[src/rtl/rf_wb_arbiter.sv]
// rf_wb_arbiter
//   Write-back controller for the 2R/1W register file. NUM_REQ producers share
//   the single write port through a round-robin arbiter with valid/ready
//   handshakes. A per-register busy scoreboard lets the issue stage detect
//   RAW hazards. Register 0 is hardwired zero: writes to it are accepted but
//   never assert rf_wen.
//
// Ports
//   clk, rst              clock (rising edge), asynchronous active-high reset
//   req_valid/req_ready   per-requester handshake; ready is one-hot or zero
//   req_addr/req_data     flattened per-requester index/data, slice i at
//                         [i*W +: W]
//   rf_wen/waddr/wdata    registered write port into the register file
//   rsv_en/rsv_addr       issue-stage reservation of a destination register
//   busy                  registered scoreboard, bit r set while r is pending

module rf_wb_arbiter #(
    parameter int ADDR_WIDTH = 5,
    parameter int DATA_WIDTH = 32,
    parameter int NUM_REQ    = 3
) (
    input  logic                            clk,
    input  logic                            rst,
    input  logic [NUM_REQ-1:0]              req_valid,
    output logic [NUM_REQ-1:0]              req_ready,
    input  logic [NUM_REQ*ADDR_WIDTH-1:0]   req_addr,
    input  logic [NUM_REQ*DATA_WIDTH-1:0]   req_data,
    output logic                            rf_wen,
    output logic [ADDR_WIDTH-1:0]           rf_waddr,
    output logic [DATA_WIDTH-1:0]           rf_wdata,
    input  logic                            rsv_en,
    input  logic [ADDR_WIDTH-1:0]           rsv_addr,
    output logic [(2**ADDR_WIDTH)-1:0]      busy
);

    localparam int PTR_W = $clog2(NUM_REQ);
    localparam int NREG  = 2**ADDR_WIDTH;

    logic [PTR_W-1:0]      r_ptr;
    logic                  r_wen;
    logic [ADDR_WIDTH-1:0] r_waddr;
    logic [DATA_WIDTH-1:0] r_wdata;
    logic [NREG-1:0]       r_busy;

    logic [NUM_REQ-1:0]    w_grant;
    logic                  w_xfer;
    logic [PTR_W-1:0]      w_ptr_nxt;
    logic [ADDR_WIDTH-1:0] w_addr;
    logic [DATA_WIDTH-1:0] w_data;
    logic [NREG-1:0]       w_busy_nxt;

    // Port examined at search step k, starting from the round-robin pointer.
    function automatic int rr_idx(input int base, input int k);
        return (base + k) % NUM_REQ;
    endfunction

    // First valid port at or after r_ptr (wrapping) wins; the winner's
    // addr/data are muxed out here so the write stage is a plain register.
    always_comb begin
        w_grant   = '0;
        w_xfer    = 1'b0;
        w_ptr_nxt = r_ptr;
        w_addr    = '0;
        w_data    = '0;
        for (int k = 0; k < NUM_REQ; k++) begin
            if (!w_xfer && req_valid[rr_idx(int'(r_ptr), k)]) begin
                w_xfer = 1'b1;
                w_grant[rr_idx(int'(r_ptr), k)] = 1'b1;
                w_ptr_nxt = PTR_W'((rr_idx(int'(r_ptr), k) + 1) % NUM_REQ);
                w_addr = req_addr[rr_idx(int'(r_ptr), k)*ADDR_WIDTH +: ADDR_WIDTH];
                w_data = req_data[rr_idx(int'(r_ptr), k)*DATA_WIDTH +: DATA_WIDTH];
            end
        end
    end

    // Ready must read 0 during reset even though it is combinational.
    assign req_ready = rst ? '0 : w_grant;

    // Clear first, then set, so a same-edge reservation of the register being
    // written back leaves it busy (a newer producer is outstanding).
    always_comb begin
        w_busy_nxt = r_busy;
        if (r_wen)
            w_busy_nxt[r_waddr] = 1'b0;
        if (rsv_en && (rsv_addr != '0))
            w_busy_nxt[rsv_addr] = 1'b1;
        w_busy_nxt[0] = 1'b0;
    end

    always_ff @(posedge clk or posedge rst) begin
        if (rst) begin
            r_ptr   <= '0;
            r_wen   <= 1'b0;
            r_waddr <= '0;
            r_wdata <= '0;
            r_busy  <= '0;
        end else begin
            r_busy <= w_busy_nxt;
            if (w_xfer) begin
                r_ptr   <= w_ptr_nxt;
                r_waddr <= w_addr;
                r_wdata <= w_data;
                r_wen   <= (w_addr != '0);
            end else begin
                r_wen   <= 1'b0;
            end
        end
    end

    assign rf_wen   = r_wen;
    assign rf_waddr = r_waddr;
    assign rf_wdata = r_wdata;
    assign busy     = r_busy;

endmodule

[config.mk]
export PLATFORM = sky130hd
export DESIGN_NAME = rf_wb_arbiter
export DESIGN_NICKNAME = d
export VERILOG_FILES = /design/src/rtl/rf_wb_arbiter.sv
export SDC_FILE = /design/constraint.sdc
export NUM_CORES = 1
export LEC_CHECK = 0
export CAP_MARGIN = 10
export CORE_MARGIN = 2
export CORE_UTILIZATION = 50
export DETAILED_ROUTE_END_ITERATION = 12
export GPL_TIMING_DRIVEN = 1
export PLACE_DENSITY = 0.83
export SYNTH_ARGS = -nofsm -noshare
export SYNTH_HDL_FRONTEND = slang
export SYNTH_SLANG_ARGS = --single-unit
[constraint.sdc]
create_clock -name clk -period 8.4 [get_ports clk]
set_clock_uncertainty 0.05 [all_clocks]
set_input_delay 1.68 -clock clk [delete_from_list [all_inputs] [get_ports clk]]
set_output_delay 1.68 -clock clk [all_outputs]
set_load 0.05 [all_outputs]
==> metrics.cfg <==
[status]
status=finished, final reports clean

[yosys]
synthCells=872
synth_area_sq_um=6900
ys_types=73
syn_nets=1013
synth-main-ff-cell=dfrtp_1
ys_seq_elements=71
synthArstFlopShare_pct=100
yosysWarnings=0
seq_area_frac_synth_pct=25.8
synth_edf_count=0
synth_area_per_cell_sq_um=7.91

[clock_network]
cts_resized=0
clockBufferDepth=2
cts_sinks=71
htreeDepth=3
clkLatencyLatePin_ns=0.34
ctsHoldBuffers=0
path_clk_slew_ns=0.07
cts_root_buffer=clkbuf_16
cts_made_buffers=9
tritoncts=done
post_cts_buffers=0

[timing]
slew-limit-headroom_pct=33.5
timing.hold.ws_ns=0.461
min_period_ns=7.60
finalMaxSlewViolations=0
hold_viol=0
min_period_over_period_pct=90.5
rsz0062_at_grt=no
worst_pin_slew_ns=0.995
setup_violations=0
clock.fmax_ghz=0.132
finalSetupTns_ns=0

[run]
maxCapViolations=0

[drt]
via_per_inst=6.36
first_iter_violations=905
wirelength_um=23000
drtPass1Iterations=7
wire_per_inst_um=19.0
ant_nets=0
drc=0
vias=7670

[critical_path]
end_kind=flop
reg2reg_slack_ns=1.23
r2r-end=r_ptr[0]$_DFFE_PP0P_
r2r_cells=28
criticalPathCategory=in2reg
required_ns=8.62
cp.arrival_ns=7.82
cp-start-kind=primary input
r2r_start=r_ptr[0]$_DFFE_PP0P_
crit_path_max_fanout=11

[finish]
fin_util_pct=69.5
finalNetCount=1166
final_common_cell=clkdlybuf4s50_1
register_area_sq_um=1780
fillers=1102
syn_to_final_growth_pct=34.5
drive_gt1_share_pct=7.67
final_cell_mix=clkdlybuf4s50_1, o21ai_0, mux2i_1
antenna_cells=0
final_area_sq_um=9280
multi_input_area_sq_um=4850

[floorplan]
die_h_um=121
num_rows=42
start_util_pct=51.7
dieArea_sq_um=14800
io_pins=195
placeableCoreArea_sq_um=13300
die_w_um=121

[worst_hold_path]
hold_class=reg2reg
holdPathStages=2
hold_path_end=busy[26]$_DFF_PP0_
min-delay-start=busy[26]$_DFF_PP0_

[grt]
grt-ovfl-total=0
grt_max_degree=83
antenna_found_initial=0
grt_pass1_vias=7374
grt_pass1_wl_um=36800
grt_use_total_pct=30.7

[place]
dp_hpwl_um=15700
gp_congestion=0.903
dpl_cell_area_sq_um=8950
io_buffer_count=193

-- synth_stat cells, types with 3 or more instances --
cell type	number	area, sq um
o21ai_0	126	631
mux2i_1	107	1070
nor2_1	97	364
nand2_1	85	319
dfrtp_1	71	1780
a21oi_1	69	345
clkbuf_1	50	188
nand3_1	18	90.1
ha_1	17	213
inv_1	17	63.8
o22ai_1	17	106
a222oi_1	16	160
a311o_1	16	160
mux2_2	16	180
nor3_1	11	55.1
a22oi_1	10	75.1
buf_1	9	33.8
nand3b_1	9	67.6
xnor2_1	6	52.6
a211oi_1	5	37.5
a21o_1	5	37.5
o31ai_1	5	37.5
nand2b_1	4	25.0
or3_1	4	25.0
or3b_2	4	35.0
xor2_1	4	35.0
a31oi_1	3	18.8
and2_1	3	18.8
and3_1	3	18.8
mux4_2	3	67.6
nand4_1	3	18.8
nor2b_1	3	18.8
nor4b_1	3	26.3
o31a_1	3	26.3
-- final cells by class --
type	instances	share of cell area (%)
multi-input cells	718	52.2
repair buffers	207	22.0
flip-flops and latches	71	19.2
clock buffers	9	2.43
well taps	176	2.37
clock inverters	7	1.12
inverters	18	0.728
-- state kept, by name (all words and copies together) (netlist names) --
register	flops
busy	31
r_ptr	2
rf_waddr	5
rf_wdata	32
rf_wen	1
-- worst max-delay path, cell delays in order --
cell and delay [ns]:
clkdlybuf4s50_1 0.55, mux2i_1 0.14, mux2i_2 0.55, nand2_1 0.33, nand2_1 0.13, a21oi_1 0.07
a21o_1 0.20, ha_1 0.30, inv_1 0.15, nor3_1 0.09, a211o_1 0.33, o31ai_2 0.27
xnor2_1 0.19, o211ai_1 0.19, nor2b_1 0.21, inv_1 0.07, ha_1 0.26, nor2_1 0.22
nand2b_1 0.09, mux2i_1 0.32, nor3_1 0.12, xor2_1 0.16, ha_1 0.24, nor3_1 0.20
a211oi_1 0.15, or4_1 0.41, a31oi_1 0.17
-- kinds of logic (layout without fill, tap and decap cells) --
family	after synthesis	count (layout)	synth area share (%)
adder cells (fa/ha/maj)	19	19	3.66
flip-flops	71	71	25.8
multiplexers	129	129	19.7
XOR/XNOR	10	10	1.27
buffers and inverters	83	241	4.79
other	1	1	0.0544
AND/OR/NAND/NOR	256	256	16.9
AO/OA/AOI/OAI	303	303	27.9
-- worst max-delay path by stage --
stage,endpoint,from,cells past startpoint
5_1_grt,r_ptr[1]$_DFFE_PP0P_,req_valid[2],27
3_3_place_gp,r_ptr[0]$_DFFE_PP0P_,req_valid[2],27
3_5_place_dp,r_ptr[0]$_DFFE_PP0P_,req_valid[2],27
4_1_cts,r_ptr[0]$_DFFE_PP0P_,req_valid[2],27
2_1_floorplan,r_ptr[0]$_DFFE_PP0P_,req_valid[1],27
6_report,r_ptr[0]$_DFFE_PP0P_,req_valid[2],27
-- stage by stage --
step,instances,setup WS [ns]
floorplan,872,1.77
detailed placement,1190,0.561
finish,1206,0.796
global route,1206,0.375
global placement,1190,0.831
CTS,1206,0.885
-- layer usage --
metal / track usage [%] / up-vias / wire (um)
li1: - / 3550 / -
met1: 40.4 / 3620 / 9580
met2: 50.3 / 446 / 10900
met3: 4.75 / 54 / 1950
met4: 12.4 / 0 / 521
met5: 0 / - / 0
Power is left out: the tool's default activity adds up to more than one toggle a clock period on the data nets, which glitch-free logic cannot reach.
